--- src/rtl/instr_fetch_seq.sv ---
// instr_fetch_seq: control end of the program-counter interface.
// Pulses the PC enable, reads the addressed instruction from a synchronous
// memory into an instruction register, hands it to the control unit over
// valid/ready, then steps or loads the PC (or freezes it on a halt opcode).
// Every output is driven straight from a flop.
//
// Optional build macro: IFETCH_COUNT_EN -- when defined, fetch_count is a
// saturating count of accepted instructions; otherwise it is tied to 0.
//
// Timing: the flop state names the phase whose outputs are on the pins this
// cycle. The memory read is launched on the same edge that the PC applies its
// update, so mem_addr is loaded with the address the PC is moving to
// (pc_addr + 1 or the jump target) rather than waiting a cycle for pc_addr.
module instr_fetch_seq #(
  parameter int          ADDR_W      = 9,
  parameter int          DATA_W      = 32,
  parameter logic [7:0]  HALT_OPCODE = 8'hFF
) (
  input  logic              clk,
  input  logic              rst,
  input  logic              start,
  input  logic [ADDR_W-1:0] pc_addr,
  output logic              pc_en,
  output logic              pc_inc,
  output logic              pc_w_en,
  output logic [DATA_W-1:0] pc_data,
  output logic              pc_complete,
  output logic              mem_rd_en,
  output logic [ADDR_W-1:0] mem_addr,
  input  logic [DATA_W-1:0] mem_rdata,
  output logic [DATA_W-1:0] instr,
  output logic              instr_valid,
  input  logic              instr_ready,
  input  logic              jump_req,
  input  logic [ADDR_W-1:0] jump_target,
  output logic              done,
  output logic [15:0]       fetch_count
);

  typedef enum logic [2:0] {
    S_IDLE,
    S_REQ,
    S_WAIT,
    S_HOLD,
    S_UPDATE,
    S_HALT
  } state_t;

  state_t              state_q, state_d;
  logic                pc_en_q, pc_en_d;
  logic                pc_inc_q, pc_inc_d;
  logic                pc_w_en_q, pc_w_en_d;
  logic [DATA_W-1:0]   pc_data_q, pc_data_d;
  logic                pc_complete_q, pc_complete_d;
  logic                mem_rd_en_q, mem_rd_en_d;
  logic [ADDR_W-1:0]   mem_addr_q, mem_addr_d;
  logic [DATA_W-1:0]   instr_q, instr_d;
  logic                instr_valid_q, instr_valid_d;
  logic                done_q, done_d;

  logic handshake;
  logic is_halt;

  assign handshake = (state_q == S_HOLD) && instr_valid_q && instr_ready;
  assign is_halt   = (instr_q[DATA_W-1:DATA_W-8] == HALT_OPCODE);

  // Next-state and next-output logic for the fetch sequence.
  always_comb begin
    // NOTE: every _d gets a default before the case so no path leaves a
    // value unassigned (which would infer a latch). Strobes default low,
    // held registers default to their current value.
    state_d       = state_q;
    pc_en_d       = 1'b0;
    pc_inc_d      = 1'b0;
    pc_w_en_d     = 1'b0;
    mem_rd_en_d   = 1'b0;
    pc_data_d     = pc_data_q;
    pc_complete_d = pc_complete_q;
    mem_addr_d    = mem_addr_q;
    instr_d       = instr_q;
    instr_valid_d = instr_valid_q;
    done_d        = done_q;

    unique case (state_q)
      S_IDLE: begin
        if (pc_en_q) begin
          // PC has been enabled; issue the first read at its current address.
          state_d     = S_REQ;
          mem_rd_en_d = 1'b1;
          mem_addr_d  = pc_addr;
        end else if (start) begin
          pc_en_d = 1'b1;
        end
      end

      S_REQ: begin
        state_d = S_WAIT;
      end

      S_WAIT: begin
        instr_d       = mem_rdata;
        instr_valid_d = 1'b1;
        state_d       = S_HOLD;
      end

      S_HOLD: begin
        if (handshake) begin
          instr_valid_d = 1'b0;
          if (is_halt) begin
            pc_complete_d = 1'b1;
            done_d        = 1'b1;
            state_d       = S_HALT;
          end else if (jump_req) begin
            pc_w_en_d = 1'b1;
            pc_data_d = DATA_W'(jump_target);
            state_d   = S_UPDATE;
          end else begin
            pc_inc_d = 1'b1;
            state_d  = S_UPDATE;
          end
        end
      end

      S_UPDATE: begin
        // PC applies its strobe on this edge; fetch from where it lands.
        state_d     = S_REQ;
        mem_rd_en_d = 1'b1;
        mem_addr_d  = pc_w_en_q ? pc_data_q[ADDR_W-1:0] : pc_addr + ADDR_W'(1);
      end

      S_HALT: begin
        state_d = S_HALT;
      end

      default: begin
        state_d = S_IDLE;
      end
    endcase
  end

`ifdef IFETCH_COUNT_EN
  logic [15:0] fetch_count_q, fetch_count_d;

  // Saturating count of accepted instructions, halt included.
  always_comb begin
    fetch_count_d = fetch_count_q;
    if (handshake && (fetch_count_q != 16'hFFFF)) begin
      fetch_count_d = fetch_count_q + 16'd1;
    end
  end

  assign fetch_count = fetch_count_q;
`else
  assign fetch_count = 16'd0;
`endif

  // State and output registers with synchronous reset.
  always_ff @(posedge clk) begin
    // NOTE: sequential state uses non-blocking assignments so every flop
    // samples pre-edge values, independent of statement order.
    if (rst) begin
      state_q       <= S_IDLE;
      pc_en_q       <= 1'b0;
      pc_inc_q      <= 1'b0;
      pc_w_en_q     <= 1'b0;
      pc_data_q     <= '0;
      pc_complete_q <= 1'b0;
      mem_rd_en_q   <= 1'b0;
      mem_addr_q    <= '0;
      instr_q       <= '0;
      instr_valid_q <= 1'b0;
      done_q        <= 1'b0;
`ifdef IFETCH_COUNT_EN
      fetch_count_q <= 16'd0;
`endif
    end else begin
      state_q       <= state_d;
      pc_en_q       <= pc_en_d;
      pc_inc_q      <= pc_inc_d;
      pc_w_en_q     <= pc_w_en_d;
      pc_data_q     <= pc_data_d;
      pc_complete_q <= pc_complete_d;
      mem_rd_en_q   <= mem_rd_en_d;
      mem_addr_q    <= mem_addr_d;
      instr_q       <= instr_d;
      instr_valid_q <= instr_valid_d;
      done_q        <= done_d;
`ifdef IFETCH_COUNT_EN
      fetch_count_q <= fetch_count_d;
`endif
    end
  end

  assign pc_en       = pc_en_q;
  assign pc_inc      = pc_inc_q;
  assign pc_w_en     = pc_w_en_q;
  assign pc_data     = pc_data_q;
  assign pc_complete = pc_complete_q;
  assign mem_rd_en   = mem_rd_en_q;
  assign mem_addr    = mem_addr_q;
  assign instr       = instr_q;
  assign instr_valid = instr_valid_q;
  assign done        = done_q;

endmodule

--- config.mk ---
export PLATFORM = sky130hd
export DESIGN_NAME = instr_fetch_seq
export DESIGN_NICKNAME = d
export VERILOG_FILES = /design/src/rtl/instr_fetch_seq.sv
export SDC_FILE = /design/constraint.sdc
export NUM_CORES = 1
export LEC_CHECK = 0
export ABC_AREA = 1
export BUFFER_PORTS_ARGS = -buffer_cell sky130_fd_sc_hd__buf_2
export CELL_PAD_IN_SITES_DETAIL_PLACEMENT = 1
export CELL_PAD_IN_SITES_GLOBAL_PLACEMENT = 2
export CORE_MARGIN = 2
export CORE_UTILIZATION = 25
export CTS_BUF_LIST = sky130_fd_sc_hd__clkbuf_4 sky130_fd_sc_hd__clkbuf_8
export DETAILED_ROUTE_END_ITERATION = 7
export PLACE_DENSITY = 0.85
export SYNTH_ARGS = -nofsm -noshare
export SYNTH_HDL_FRONTEND = slang
export SYNTH_SLANG_ARGS = --single-unit
--- constraint.sdc ---
create_clock -name clk -period 4.19 [get_ports clk]
set_clock_uncertainty 0.2 [all_clocks]
set_input_delay 1.0475 -clock clk [delete_from_list [all_inputs] [get_ports clk]]
set_output_delay 1.0475 -clock clk [all_outputs]
set_load 0.05 [all_outputs]
# [Yosys cells after proc, flatten, opt, wreduce, memory -nomap -nowiden]
# Cells that the tools add are included.
[totals] inputBits=55 regBits=59 wordCells=49 output_inout_bits=96
[op_classes] eq_ne=8 bitwise_logic=4 reduce_logical=12 n_addsub=1 mux=14
[op_table] operator="2-to-1 mux 9 bit" n=2
[op_table] operator="one-hot mux 3 bit (6 select lines)" n=1
[op_table] operator="one-hot mux 9 bit (2 select lines)" n=1
[op_table] operator="adder 9 x 1 -> 9 bit (second input constant)" n=1
[op_table] operator="== test 8 bit (second input constant)" n=1
[op_table] operator="== test 3 x 2 -> 1 bit (second input constant)" n=2
[op_table] operator="== test 3 bit (second input constant)" n=2
[op_table] operator="2-to-1 mux 1 bit" n=6
[op_table] operator="2-to-1 mux 3 bit" n=2
[op_table] operator="AND reduction 2 bit" n=3
[op_table] operator="inequality test 2 bit (second input constant)" n=2
[op_table] operator="NOT 1 bit" n=4
[op_table] operator="one-hot mux 1 bit (2 select lines)" n=2
[op_table] operator="AND reduction 4 bit" n=1
[op_table] operator="nonzero test 2 bit" n=2
[op_table] operator="OR reduction 4 bit" n=1
[op_table] operator="== test 3 x 1 -> 1 bit (second input constant)" n=1
[op_table] operator="logical NOT 3 bit" n=1
[op_table] operator="AND reduction 3 bit" n=1
[op_table] operator="OR reduction 3 bit" n=1
[op_table] operator="logical AND 1 bit" n=2

# [Depth between registers and ports, before layout]
[logic_depth] depth_word=5 ltp_mapped=8 depth_no_buf=8

# [Worst setup path before layout]
# No wires, ideal clock.
[synth_path] kind="reg-to-output" startpoint="reg done (netlist name)" endpoint="out pc_complete" path_stages_with_launch=2 path_buffers=1 path_slack_ps=2029 required_time_ps=2943 arrival_ps=914 path_cell_list="dfxtp_1 > buf_4"
[synth_rtl] element="end, declared" line_no="27" text="output logic pc_complete,"

# [Worst setup path in the final report]
[layout_path] startpoint="reg pc_w_en_q (netlist: pc_w_en)" endpoint="out pc_w_en"
[layout_rtl] element="start, declared" line_no="52" text="logic pc_w_en_q, pc_w_en_d;"
[layout_rtl] element="start signal, assigned" line_no="180" text="pc_w_en_q <= pc_w_en_d;"
[layout_rtl] element="end, declared" line_no="25" text="output logic pc_w_en,"
# No word-level cell between the ends.

==> results by group <==
Setup path
  • Critical path class: reg -> out
  • WP data arrival: 1050 ps
  • WP buf/inv: 1
  • CP Capture Type: primary output
  • Crit path max fanout: 4
  • Critical path's top delay family: flip-flops
  • CP Launch Type: register
  • Worst EP required: 2940 ps
  • Critical path's slowest cell: dfxtp_1
  • CP cell instances: buf_2
  • CP peak stage delay: 420 ps

Route
  • DRC viols: 0
  • Routed Antenna Nets: 0
  • DR pass1 iterations: 4
  • Routed vias: 2757
  • DRT iter0 DRCs: 114
  • Vias per inst: 4.36
  • WL per Instance: 13.1 µm
  • Routed WL: 8320 µm

Global route
  • Largest net degree at the start of global routing: 43
  • GRT Residual Overflow: 0
  • Total GRT Usage: 0.146
  • First-pass GRT wire length: 13700 µm
  • Initial antenna violation count: 0
  • Vias in the first global route: 2875

Clock tree
  • CTS Sinks: 59
  • H-tree depth: 3
  • Hold-fix buffers at CTS: 0
  • Clock transition at path regs: 70 ps
  • Post-CTS resize count: 0
  • CTS tree: built
  • Post-CTS Setup Inserts: 0
  • Root Driver: clkbuf_8
  • Worst skew pair latency: 330 ps
  • Max Root-Sink Buffers: 2
  • Cts bufs inserted: 9

Job
  • Max-cap viol count: 0

STA
  • Final setup viols: 0
  • RSZ-0062 raised after global routing: no
  • Fin worst setup slack: 1890 ps
  • FMAX: 0.435 GHz
  • Final Hold Fails: 0
  • Setup Total Neg Slack: 0 ps
  • Worst-margin pin slew: 1020 ps
  • Fin crit share: 0.549
  • Relative slew slack: 0.318
  • Period minus WS final: 2300 ps
  • Final Max Tran Viols: 0

Synthesis
  • Top cells by count, synth: nor2_1, dfxtp_1, o21ai_0, buf_4, nand2_1
  • Synth Cell Area: 2770 µm²
  • Synth Register Bits: 59
  • Sequential-to-total area share from yosys stat: 0.426
  • Async SR Flop Fraction: 0
  • Top post-synthesis cells by area: dfxtp_1, nor2_1, buf_4
  • Top cell type's share of synthesized area: 0.426
  • Synth Flop Type: dfxtp_1
  • Synth Instances: 383
  • Syn Area/Cell: 7.24 µm²
  • Synth warn: 0
  • Cell taking the most area after synthesis: dfxtp_1
  • Number of synthesized flops with an enable pin: 0
  • Count of cell types in the netlist: 27
  • Count leader, synth: nor2_1

Finish
  • Ant. Diodes: 0
  • Design Area, Final: 3500 µm²
  • Layout fillers: 1383
  • Layout cells sized above 1: 0.282
  • Utilization after layout: 0.323
  • Layout area overhead: 26.1%
  • Layout Nets: 546

Power
  • Power Dens Cells: 704 nW/µm²
  • P_leak: 1.85 nW
  • Peak VDD IR: 310 µV

Placed design
  • Post-DP HPWL: 6160 µm
  • Routability cong.: 0.785
  • Area of placed instances: 3300 µm²
  • I/O Buffers: 111
  • Setup slack at placement: 1750 ps

Die
  • Die width: 109 µm
  • Die Y: 109 µm
  • Core area: 10800 µm²
  • IO Pins: 151
  • Die area: 12000 µm²
  • Row cnt: 38
  • Initial Util: 0.256

Worst hold path
  • Hold crit path type: reg -> reg

Run status
  • Status: completed
worst register-to-register path, delay by kind of cell, from the launching register on:
kind	cells	cell delay, ps
buffers and inverters	2	430
flip-flops	1	530
AO/OA/AOI/OAI	3	750
final cells by class:
class	count	area, µm²	share of cell area
clock buffer	12	165	0.0472
clock inverter	2	35.0	0.0100
inverter	17	66.3	0.0190
multi-input combinational	290	1300	0.373
sequential	59	1180	0.338
tap	140	175	0.0501
timing repair buffer	113	571	0.163
path summary, 6_finish.rpt:
kind | from | to | slack [ps] | depth (start not counted)
worst max-delay path | pc_w_en$_SDFF_PP0_ | pc_w_en | 1890 | 1
worst min-delay path | instr[23]$_SDFFE_PP0P_ | instr[23]$_SDFFE_PP0P_ | 310 | 2
worst max register to register | state_q[2]$_SDFFE_PP0P_ | mem_addr[2]$_SDFFE_PP0P_ | 2190 | 5
worst min register to register | instr[23]$_SDFFE_PP0P_ | instr[23]$_SDFFE_PP0P_ | 310 | 2
metrics by stage:
stage / hold slack (ps) / power, W / instances
after global routing: 350 / 0.00262 / 633
after CTS: 316 / 0.00250 / 633
after detailed placement: 297 / 0.00195 / 619
after floorplan: 413 / 0.00171 / 421
final: 312 / 0.00246 / 633
after global placement: 288 / 0.00193 / 619
cell families after synthesis:
| kind of cell | Yosys count | share of synthesized area |
|---|---|---|
| AOI/OAI and AO/OA | 80 | 0.147 |
| xor gates and xnor gates | 2 | 0.00632 |
| adders and majority gates | 1 | 0.00451 |
| buffers and inverters | 72 | 0.156 |
| DFF | 59 | 0.426 |
| other | 1 | 0.00135 |
| and+or+nand+nor | 168 | 0.259 |
report_power, final:
part           internal [W]  switching [W]  total, W
combinational      0.000221       0.000890   0.00111
sequential         0.000719      0.0000978  0.000817
clock              0.000316       0.000218  0.000534
total               0.00126        0.00121   0.00246
flip-flops by register name, summed over array words and instances (netlist names):
register	flops
mem_addr	9
instr_valid	1
state_q	3
pc_data	9
mem_rd_en	1
pc_w_en	1
instr	32
done	1
pc_inc	1
pc_en	1
cell usage in the layout, fill, tap and decap left out, types with 2 or more instances in the layout:
cell	synthesis	final
dfxtp_1	59	59
buf_2	4	111
nand2_1	32	32
o21ai_1	7	7
xor2_1	2	2
a21oi_1	21	21
inv_2	4	4
conb_1	1	39
inv_1	12	12
nor2_8	2	2
o21ai_0	49	49
nand3_1	12	12
nor2_1	116	116
clkbuf_8	0	12
buf_4	41	2
layer usage:
metal  GRT usage  part of all wire  vias up
met2       0.234              0.44      109
met3      0.0563             0.094        9
met1       0.179              0.45     1280
met5           0                 0        -
li1            -                 -     1359
met4      0.0488             0.012        0
No activity file was read; power rests on OpenSTA's default activity.
